**config.mk**
```make
export PLATFORM = sky130hd
export DESIGN_NAME = img_ram_arbiter
export DESIGN_NICKNAME = d
export VERILOG_FILES = /design/src/rtl/img_ram_arbiter.sv
export SDC_FILE = /design/constraint.sdc
export NUM_CORES = 1
export LEC_CHECK = 0
export CAP_MARGIN = 20
export CORE_MARGIN = 2
export CORE_UTILIZATION = 30
export DETAILED_ROUTE_END_ITERATION = 12
export GPL_TIMING_DRIVEN = 0
export MAX_ROUTING_LAYER = met4
export PLACE_DENSITY = 0.57
export SLEW_MARGIN = 5
export SYNTH_ARGS = -nofsm -noshare
export SYNTH_HDL_FRONTEND = slang
export SYNTH_SLANG_ARGS = --single-unit
export TNS_END_PERCENT = 10
```
**constraint.sdc**
```tcl
create_clock -name clk -period 1.77 [get_ports clk]
set_input_delay 0.177 -clock clk [delete_from_list [all_inputs] [get_ports clk]]
set_output_delay 0.177 -clock clk [all_outputs]
set_load 0.03 [all_outputs]
```
**src/rtl/img_ram_arbiter.sv**
```systemverilog
// Shares the image block RAM port between the video window fetcher (always wins)
// and the host loader, with per-requester read return and host starvation tracking.
module img_ram_arbiter #(
  parameter int ADDR_W     = 14,
  parameter int DATA_W     = 8,
  parameter int HOST_BURST = 16,
  parameter int MAX_WAIT   = 1023
) (
  input  logic              clk,
  input  logic              rst,
  input  logic              vid_active,
  input  logic              v_req,
  input  logic [ADDR_W-1:0] v_addr,
  output logic [DATA_W-1:0] v_rdata,
  output logic              v_valid,
  input  logic              h_req,
  input  logic              h_we,
  input  logic [ADDR_W-1:0] h_addr,
  input  logic [DATA_W-1:0] h_wdata,
  output logic              h_gnt,
  output logic [DATA_W-1:0] h_rdata,
  output logic              h_valid,
  output logic              h_starve,
  input  logic              starve_clr,
  output logic              ram_en,
  output logic              ram_we,
  output logic [ADDR_W-1:0] ram_addr,
  output logic [DATA_W-1:0] ram_wdata,
  input  logic [DATA_W-1:0] ram_rdata
);

  localparam int BURST_W = $clog2(HOST_BURST + 1);
  localparam int WAIT_W  = $clog2(MAX_WAIT + 1);
  localparam logic [BURST_W-1:0] BURST_LAST = BURST_W'(HOST_BURST - 1);
  localparam logic [WAIT_W-1:0]  WAIT_SET   = WAIT_W'(MAX_WAIT - 1);
  localparam logic [WAIT_W-1:0]  WAIT_MAX   = WAIT_W'(MAX_WAIT);

  localparam logic [1:0] IDLE = 2'd0;
  localparam logic [1:0] VID  = 2'd1;
  localparam logic [1:0] HOST = 2'd2;

  logic [1:0]         state;
  logic [1:0]         state_next;
  logic               gap;
  logic               h_xfer;
  logic               h_block;
  logic [BURST_W-1:0] burst_cnt;
  logic [WAIT_W-1:0]  wait_cnt;
  logic               rd_p2;
  logic               vid_p2;

  assign h_gnt   = h_req & ~v_req & ~vid_active & ~gap & ~rst;
  assign h_xfer  = h_req & h_gnt;
  assign h_block = h_req & ~h_gnt;

  always_comb begin
    state_next = IDLE;
    if (v_req)
      state_next = VID;
    else if (h_xfer)
      state_next = HOST;
  end

  // Stage p1: command registered at the edge ending the accept cycle; state names its owner
  always_ff @(posedge clk) begin
    if (rst) begin
      state     <= IDLE;
      ram_en    <= 1'b0;
      ram_we    <= 1'b0;
      ram_addr  <= '0;
      ram_wdata <= '0;
    end else begin
      state  <= state_next;
      ram_en <= v_req | h_xfer;
      ram_we <= ~v_req & h_xfer & h_we;
      if (v_req) begin
        ram_addr <= v_addr;
      end else if (h_xfer) begin
        ram_addr  <= h_addr;
        ram_wdata <= h_wdata;
      end
    end
  end

  // Stage p2: tag travels while the RAM produces data
  always_ff @(posedge clk) begin
    if (rst) begin
      rd_p2  <= 1'b0;
      vid_p2 <= 1'b0;
    end else begin
      rd_p2  <= (state == VID) | ((state == HOST) & ~ram_we);
      vid_p2 <= (state == VID);
    end
  end

  // Stage p3: capture RAM data into the owner's return register
  always_ff @(posedge clk) begin
    if (rst) begin
      v_valid <= 1'b0;
      h_valid <= 1'b0;
      v_rdata <= '0;
      h_rdata <= '0;
    end else begin
      v_valid <= rd_p2 & vid_p2;
      h_valid <= rd_p2 & ~vid_p2;
      if (rd_p2 & vid_p2)
        v_rdata <= ram_rdata;
      if (rd_p2 & ~vid_p2)
        h_rdata <= ram_rdata;
    end
  end

  always_ff @(posedge clk) begin
    if (rst) begin
      burst_cnt <= '0;
      gap       <= 1'b0;
    end else if (h_xfer) begin
      if (burst_cnt == BURST_LAST) begin
        burst_cnt <= '0;
        gap       <= 1'b1;
      end else begin
        burst_cnt <= burst_cnt + 1'b1;
        gap       <= 1'b0;
      end
    end else begin
      burst_cnt <= '0;
      gap       <= 1'b0;
    end
  end

  // Starvation set takes priority over a simultaneous clear
  always_ff @(posedge clk) begin
    if (rst) begin
      wait_cnt <= '0;
      h_starve <= 1'b0;
    end else begin
      if (h_block) begin
        if (wait_cnt != WAIT_MAX)
          wait_cnt <= wait_cnt + 1'b1;
      end else begin
        wait_cnt <= '0;
      end
      if (h_block && (wait_cnt >= WAIT_SET))
        h_starve <= 1'b1;
      else if (starve_clr)
        h_starve <= 1'b0;
    end
  end

endmodule

```
### Word level (Yosys, flattened, before mapping)

Index checks and enable logic that the tools add are counted.
W data, S select, Z words.

* flip-flop bits (word level): 63
* input port bits: 51
* word-level logic and storage cells: 60

* $add $sub $neg: 2
* magnitude comparators: 1
* eq/ne operators: 4
* muxes and demuxes: 7
* bitwise logic cells: 22
* reduce and logical (&&, ||, !) cells: 8

Operator list (count)
* $mux W14: 2
* $and A1 B1 Y1: 11
* $add A10 B1 Y10 const B: 1
* $ge A10 B10 Y1 const B: 1
* $ne A10 B10 Y1 const B: 1
* $not A1 Y1: 9
* $reduce_or A2 Y1: 3
* $add A5 B1 Y5 const B: 1
* $eq A5 B4 Y1 const B: 1
* $mux W1: 4
* $reduce_bool A2 Y1: 2
* $reduce_or A3 Y1: 1
* $eq A2 B1 Y1 const B: 1
* $eq A2 B2 Y1 const B: 1
* $mux W2: 1
* $or A1 B1 Y1: 2
* $reduce_and A2 Y1: 1
* $logic_and A1 B1 Y1: 1

### Logic depth before layout (Yosys ltp)

Gate-level depths: netlist (run 1).

* word-level depth: 9
* gate-level depth with buffers: 5
* mapped depth without buffers: 4

### Worst setup path after synthesis (run 1)

No wires, ideal clock.

* kind: register to register
* from: register wait_cnt[1]
* to: register wait_cnt[6]
* setup time: 0.072 ns
* data arrival time: 1.332 ns
* slack: 0.366 ns
* stages on the path, launching flop included: 6
* path through: dfxtp_1 ha_1 clkbuf_2 nand4_1 a211oi_1 mux2i_1

* longest elaborated chain between the ends: 1
* elaborated cells between the ends (all ways): 2
* those cells by class: add/sub (1); eq/ne (1)

Ends and longest elaborated chain
* from (decl): RTL line 48 `logic [WAIT_W-1:0] wait_cnt;`
* from (signal assigned): RTL line 139 `wait_cnt <= wait_cnt + 1'b1;`
* $add A10 B1 Y10 / $ne A10 B10 Y1 (equally long branches): RTL line 139, 138

Several ways; a longest one is shown, not always the timed one.
A chain may end at the register's enable or synchronous reset.

### Final worst setup path (run 1)

* from: register wait_cnt[0]
* to: register wait_cnt[1]

Same word-level chain as after synthesis.

==> impl_results.md, run 1 <==
* Tmin final at 1.61 ns
* Slew of the pin with the lowest slew margin at 0.710 ns
* Die ar. at 9620 sq um
* Flops & latches, synth at 63
* CTS tree: built
* Syn nets at 352
* Gpl congestion at 0.814
* Starting Density at 30.7%
* Most Used Layer, Global Route: met2
* Worst Setup End Kind: flop
* Worst VDD drop at 0.360 mV
* Row count at 34
* WS Path Type: reg -> reg
* Synth unique cells at 42
* Overall Power at 0.00316 W
* Final Setup Violations at 0
* Die span in x at 98.1 um
* Reg2reg path depth at 5
* Post-DP HPWL at 5290 um
* Post-synth ARST share at 0%
* Clock tree buffer depth at 2
* Sequential element share of the synthesized area at 47.5%
* Via count at 2,541
* Slew Viols, Final at 0
* Total GRT Usage at 16.1%
* Critical path fanouts, max at 8
* Gate Count Post-Synth at 297
* Final hold vios at 0
* Max-Cap Viols at 0
* FMAX at 0.621 GHz
* Worst r2r dst: wait_cnt[1]
* Count leader, synth: dfxtp_1
* Share of layout cells above drive strength 1 at 13.5%
* Post-route DRC at 0
* Arrival time worst endpoint at 1.86 ns
* Routed len/inst at 14.1 um
* Worst rel slew slack at 52.6%
* Die height at 98.1 um
* Clk slew on worst S/H paths at 0.07 ns
* Yosys Warn Count at 0
* Vias in the first global route at 2,450
* Syn avg cell area at 8.94 sq um
* Syn-to-layout area delta at 48.2%
* Hold crit path type: in -> reg
* Leak at 1.42 nW
* Port bufs at 93
* Routed wire length at 7260 um
* Final Non-Filler Cells at 516
* DP Worst Slack at -0.652 ns
* H-tree depth at 3
* Hold path cells at 2
* Synth top area share at 47.5%
* Largest net degree at the start of global routing at 14
* Core area at 8640 sq um
* Clock Tree Root: clkbuf_8
* Met3 GRT Util at 4.29%
* Pwr dens at 803 nW/um^2
* Mapped Area at 2660 sq um
* Worst setup margin at 0.159 ns
* CP required at 2.02 ns
* GR Layer Usage met1 at 20.8%
* Synth area leader: dfxtp_1
* Net count reported at finish at 458
* Initial antenna violation count at 0
* CTS Buf Count at 9
* Placed insts at 498
* Area contributors post-synth: dfxtp_1 48%, a221oi_2 5.7%, nand3_1 4.3%
* RSZ-0062 raised after global routing: false
* Worst setup SP type: flop
* Routed vias/inst at 4.92
* Post-Layout Inst Area at 3930 sq um
* Post-Route Setup TNS at 0 ns
* Clock latency on the worst-skew pair at 0.34 ns
* Placed instance area at 3720 sq um
* Final worst-path cycle share at 91.0%
* DRT iter0 DRCs at 90
* N_diodes at 0
* Status: finished clean
* Met2 usage at 24.1%
* Reg2reg start: wait_cnt[0]
* Io pins at 95
* Hold buffers post-CTS at 0
* Post-route ant nets at 0
* Drt first pass iters at 4
* CTS Sinks at 63
* Hold_sp: rst
* Hold Crit Endpoint: state[0]
* Post-synth EDFFs at 0
* Post-synth top flop: dfxtp_1
* Grt ovf at 0
* FF-to-FF setup slack at 0.16 ns
* First-pass GRT wire length at 12,100 um
* Worst Skew at 0.0104 ns
* Synth cell count leaders: 63 x dfxtp_1, 28 x nand2_1, 23 x nand3_1
==> flip-flops by register name, indices dropped and copies added, names as in the netlist, 2 cells and up <==
register,count
ram_wdata,8
burst_cnt,5
v_rdata,8
state,2
h_rdata,8
ram_addr,14
wait_cnt,10
==> cells in the final DEF (no fill, tap or decap), drive strengths merged <==
cell / n
inv: 24
xor2: 1
nand4: 4
a41oi: 1
nor3b: 2
clkdlybuf4s15: 1
o31a: 1
and4: 4
or3b: 1
mux2i: 2
dfxtp: 63
clkdlybuf4s50: 92
nor3: 7
nand3: 23
or3: 2
nor2b: 3
buf: 19
a311oi: 2
a21oi: 19
clkbuf: 17
o211ai: 1
o21ai: 24
clkinvlp: 2
and3: 4
a221oi: 14
nor4: 3
a31oi: 18
nand2b: 11
nand2: 29
a211oi: 4
xnor2: 1
or2: 1
nor2: 4
ha: 4
==> cell families (layout without fill, tap and decap cells) <==
kind of cell,count (synthesis),after routing,share of synthesized area (%)
simple gates,98,98,19.8
compound gates,84,84,22.1
flops,63,63,47.5
buf+inv,44,155,7.30
fa+ha+maj,4,4,1.89
xor+xnor,2,2,0.660
mux,2,2,0.754
==> metal layers <==
| layer | routed length, um | share of wire (%) |
|---|---|---|
| met1 | 3450 | 48 |
| met2 | 3310 | 46 |
| met3 | 413 | 5.7 |
| met4 | 78 | 1.1 |
| met5 | 0 | 0 |
==> worst max-delay path: stages, from the launching register on <==
cell	delay, ns
dfxtp_1	0.46
ha_1	0.19
clkbuf_2	0.18
and4_1	0.28
nand3_1	0.16
a211oi_1	0.25
==> how the worst max path moves through the flow <==
| stage | from | endpoint | depth (start not counted) |
|---|---|---|---|
| 2_1_floorplan | wait_cnt[1] | wait_cnt[6] | 5 |
| 3_3_place_gp | v_req | h_gnt | 5 |
| 3_5_place_dp | v_req | h_gnt | 5 |
| 4_1_cts | gap | h_gnt | 4 |
| 5_1_grt | wait_cnt[0] | wait_cnt[6] | 5 |
| 6_report | wait_cnt[0] | wait_cnt[1] | 5 |
==> repair_timing <==
| item | in CTS | in global routing |
|---|---|---|
| setup endpoints to repair | 1 | 3 |
| resized for setup | 3 | 3 |
| pin swaps | 1 | 0 |
| setup buffers | 2 | 0 |
==> final cells by class <==
class	count	area, sq um
clock buffers	10	138
repair buffers	95	947
clock inverters	6	50.0
inverters	20	75.1
plain buffers	24	119
multi-input cells	190	1210
well taps	108	135
fillers	873	4700
flip-flops and latches	63	1260
==> per-stage QoR <==
stage | hold slack [ns] | utilization (%)
after floorplan | 0.307 | -
after detailed placement | 0.450 | 43.1
after global routing | 0.176 | 45.6
after CTS | 0.148 | 45.5
final | 0.155 | 45.6
after global placement | 0.443 | 43.1
==> power breakdown <==
| part | switching [W] | internal (W) |
|---|---|---|
| sequential | 0.0000254 | 0.00146 |
| clock | 0.000624 | 0.000566 |
| combinational | 0.000248 | 0.000232 |
| total | 0.000897 | 0.00226 |
(Power assumes the default switching activity.)
==> run 2: changes to the inputs <==
--- a/config.mk
+++ b/config.mk
@@ -7,13 +7,13 @@
 export LEC_CHECK = 0
 export CAP_MARGIN = 20
 export CORE_MARGIN = 2
-export CORE_UTILIZATION = 30
+export CORE_UTILIZATION = 44
+export CTS_BUF_LIST = sky130_fd_sc_hd__clkbuf_4 sky130_fd_sc_hd__clkbuf_8 sky130_fd_sc_hd__clkbuf_16
 export DETAILED_ROUTE_END_ITERATION = 12
 export GPL_TIMING_DRIVEN = 0
 export MAX_ROUTING_LAYER = met4
-export PLACE_DENSITY = 0.57
+export PLACE_DENSITY = 0.79
 export SLEW_MARGIN = 5
 export SYNTH_ARGS = -nofsm -noshare
 export SYNTH_HDL_FRONTEND = slang
 export SYNTH_SLANG_ARGS = --single-unit
-export TNS_END_PERCENT = 10
==> run 2 against run 1 <==
  * Core utilization increased by 21 points
  * Count of clock-buffer cells in the layout increased by 2
  * First-iteration DRC count increased by 50%
  * Fmax decreased by 2.1%
  * Hold slack got worse by 0.0027 ns
  * Flip-flop and latch count unchanged
  * Sequential share of layout area increased by 0.30 points
  * Critical path depth decreased by 1
  * Non-clock buffer count decreased by 1
  * Clock power increased by 5%
  * Sequential power about the same
  * Critical endpoint is now h_gnt
==> impl_results.md, run 2 (synthesized netlist as in run 1, its figures left out) <==
* Status: finished clean
* Post-DP HPWL at 5010 um (-5.3%)
* Initial antenna violation count at 0 (unchanged)
* Largest net degree at the start of global routing at 11 (-3)
* Post-Layout Inst Area at 3900 sq um (-0.92%)
* Vias in the first global route at 2,450 (unchanged)
* Clock tree buffer depth at 2 (unchanged)
* Via count at 2,603 (+2.4%)
* Critical path's largest stage delay at 0.34 ns (-0.12 ns)
* Worst Skew at 0.00734 ns (-0.00306 ns)
* WS Path Type: reg -> out
* Final worst-path cycle share at 93.0% (+2.0 points)
* CP required at 1.59 ns (-0.43 ns)
* Routed wire length at 6880 um (-5.2%)
* FMAX at 0.608 GHz (-2.1%)
* Max-Cap Viols at 0 (unchanged)
* Clk slew on worst S/H paths at 0.07 ns (about the same)
* Routed vias/inst at 5.40 (+9.7%)
* Syn-to-layout area delta at 46.8%
* Core area at 5890 sq um (-32%)
* CTS tree: built
* First-pass GRT wire length at 11,200 um (-8.0%)
* Most Used Layer, Global Route: met2
* Reg2reg start: wait_cnt[0]
* Worst rel slew slack at 51.4% (-1.3 points)
* Post-route DRC at 0 (unchanged)
* Share of layout cells above drive strength 1 at 13.3% (-0.21 points)
* Worst setup SP type: flop
* Clock latency on the worst-skew pair at 0.33 ns (about the same)
* Critical path fanouts, max at 10 (+2)
* Worst r2r dst: wait_cnt[1]
* Slew Viols, Final at 0 (unchanged)
* DRT iter0 DRCs at 135 (+50%)
* Row count at 28 (-18%)
* Net count reported at finish at 457 (-0.22%)
* Buf/Inv on CP at 2 (+1)
* FF-to-FF setup slack at 0.15 ns (about the same)
* Starting Density at 45.1% (+14 points)
* Most flop-heavy register: ram_addr
* Reg2reg path depth at 5 (unchanged)
* Final Setup Violations at 0 (unchanged)
* Placed instance area at 3680 sq um (-1.1%)
* Overall Power at 0.00321 W (+1.8%)
* Grt ovf at 0 (unchanged)
* Die span in x at 81.7 um (-17%)
* Io pins at 95 (unchanged)
* Crit-path cells: nor3_4 > nand2_2 > inv_4 > clkdlybuf4s15_2
* CTS Sinks at 63 (unchanged)
* Post-Route Setup TNS at 0 ns (unchanged)
* Die ar. at 6670 sq um (-31%)
* Hold buffers post-CTS at 0 (unchanged)
* Util after Layout at 66.2% (+21 points)
* Met2 usage at 34.9% (+11 points)
* Hold crit path type: in -> reg
* Fill cells at 513 (-41%)
* Placed insts at 465 (-6.6%)
* Gpl congestion at 0.838 (+2.9%)
* Family with the most delay on the worst path: buffers and inverters
* Tmin final at 1.65 ns (+0.0350 ns)
* Post-route ant nets at 0 (unchanged)
* Crit path depth at 4 (-1)
* N_diodes at 0 (unchanged)
* CP startpoint: gap
* Slowest-stage cell, CP: dfxtp_1
* GR Layer Usage met1 at 27.9% (+7.1 points)
* Routed len/inst at 14.3 um (+1.5%)
* Most frequent cells in the layout: 92 x clkdlybuf4s50_1, 62 x dfxtp_1, 27 x nand2_1
* RSZ-0062 raised after global routing: false
* Leak at 1.43 nW (+0.76%)
* Slew of the pin with the lowest slew margin at 0.730 ns (+0.0193 ns)
* Die height at 81.7 um (-17%)
* Critical path endpoint: h_gnt
* Drt first pass iters at 4 (unchanged)
* Largest registers: ram_addr x14, wait_cnt x10
* Number of flip-flops in the largest register at 14 (unchanged)
* Port bufs at 93 (unchanged)
* Worst VDD drop at 0.467 mV (+30%)
* Arrival time worst endpoint at 1.47 ns (-0.39 ns)
* H-tree depth at 3 (unchanged)
* Worst Setup End Kind: output port
* Clock Tree Root: clkbuf_8
* Pwr dens at 825 nW/um^2 (+2.7%)
* Commonest non-fill, non-tap cell in the layout: clkdlybuf4s50_1
* CTS Buf Count at 9 (unchanged)
* Final Non-Filler Cells at 482 (-6.6%)
* Final hold vios at 0 (unchanged)
* Met3 GRT Util at 4.40% (+0.10 points)
* Total GRT Usage at 22.5% (+6.4 points)
-- run 2: cell count changes in the layout (fill, tap and decap cells not counted), sizes merged --
cell,previous run,this run
buf,19,18
bufinv,0,1
clkbuf,17,19
clkinv,0,3
clkinvlp,2,0
inv,24,20
-- run 2: through the flow --
stage | worst slack (ns) | hold WS (ns)
after detailed placement | -0.609 | 0.448
final | 0.124 | 0.152
after floorplan | 0.366 | 0.307
after global placement | -0.566 | 0.441
after global routing | 0.0195 | 0.166
after CTS | 0.0154 | 0.152
-- run 2: worst register-to-register path, delay by kind of cell, from the launching register on --
kind	cells	cell delay, ns
AND/OR/NAND/NOR	2	0.45
flip-flops	1	0.45
AO/OA/AOI/OAI	1	0.27
adder cells (fa/ha/maj)	1	0.18
buffers and inverters	1	0.18
-- run 2: per-layer routing --
metal | wire, um | up-vias
met5 | 0 | -
met4 | 193 | 0
met3 | 401 | 16
met2 | 3200 | 99
met1 | 3080 | 1210
li1 | - | 1278
-- run 2: power by group --
part / switching, W / total, W / internal, W
clock: 0.000532 / 0.00125 / 0.000713
combinational: 0.000248 / 0.000480 / 0.000232
sequential: 0.0000245 / 0.00149 / 0.00147
-- run 2: final cells by class --
cell class	count	area [sq um]	share of cell area, %
clock inverters	4	45.0	1.16
flip-flops and latches	63	1260	32.4
well taps	75	93.8	2.41
repair buffers	94	940	24.1
inverters	20	77.6	1.99
multi-input cells	190	1210	31.0
plain buffers	24	119	3.05
clock buffers	12	153	3.92
-- run 2: how the worst min path moves through the flow --
stage               start  slack [ns]  cells after the start            to
4_1_cts               rst        0.15                      2      state[0]
3_3_place_gp     h_starve        0.44                      2      h_starve
3_5_place_dp   h_rdata[2]        0.45                      2    h_rdata[2]
5_1_grt               rst        0.17                      2      state[0]
2_1_floorplan  h_wdata[0]        0.31                      2  ram_wdata[0]
6_report              rst        0.15                      2      state[0]
-- run 2: timing repair --
action | in CTS | in global routing
resized for setup | 3 | 4
setup endpoints to repair | 1 | 4
buffers inserted | 1 | 0
pin swaps | 1 | 0
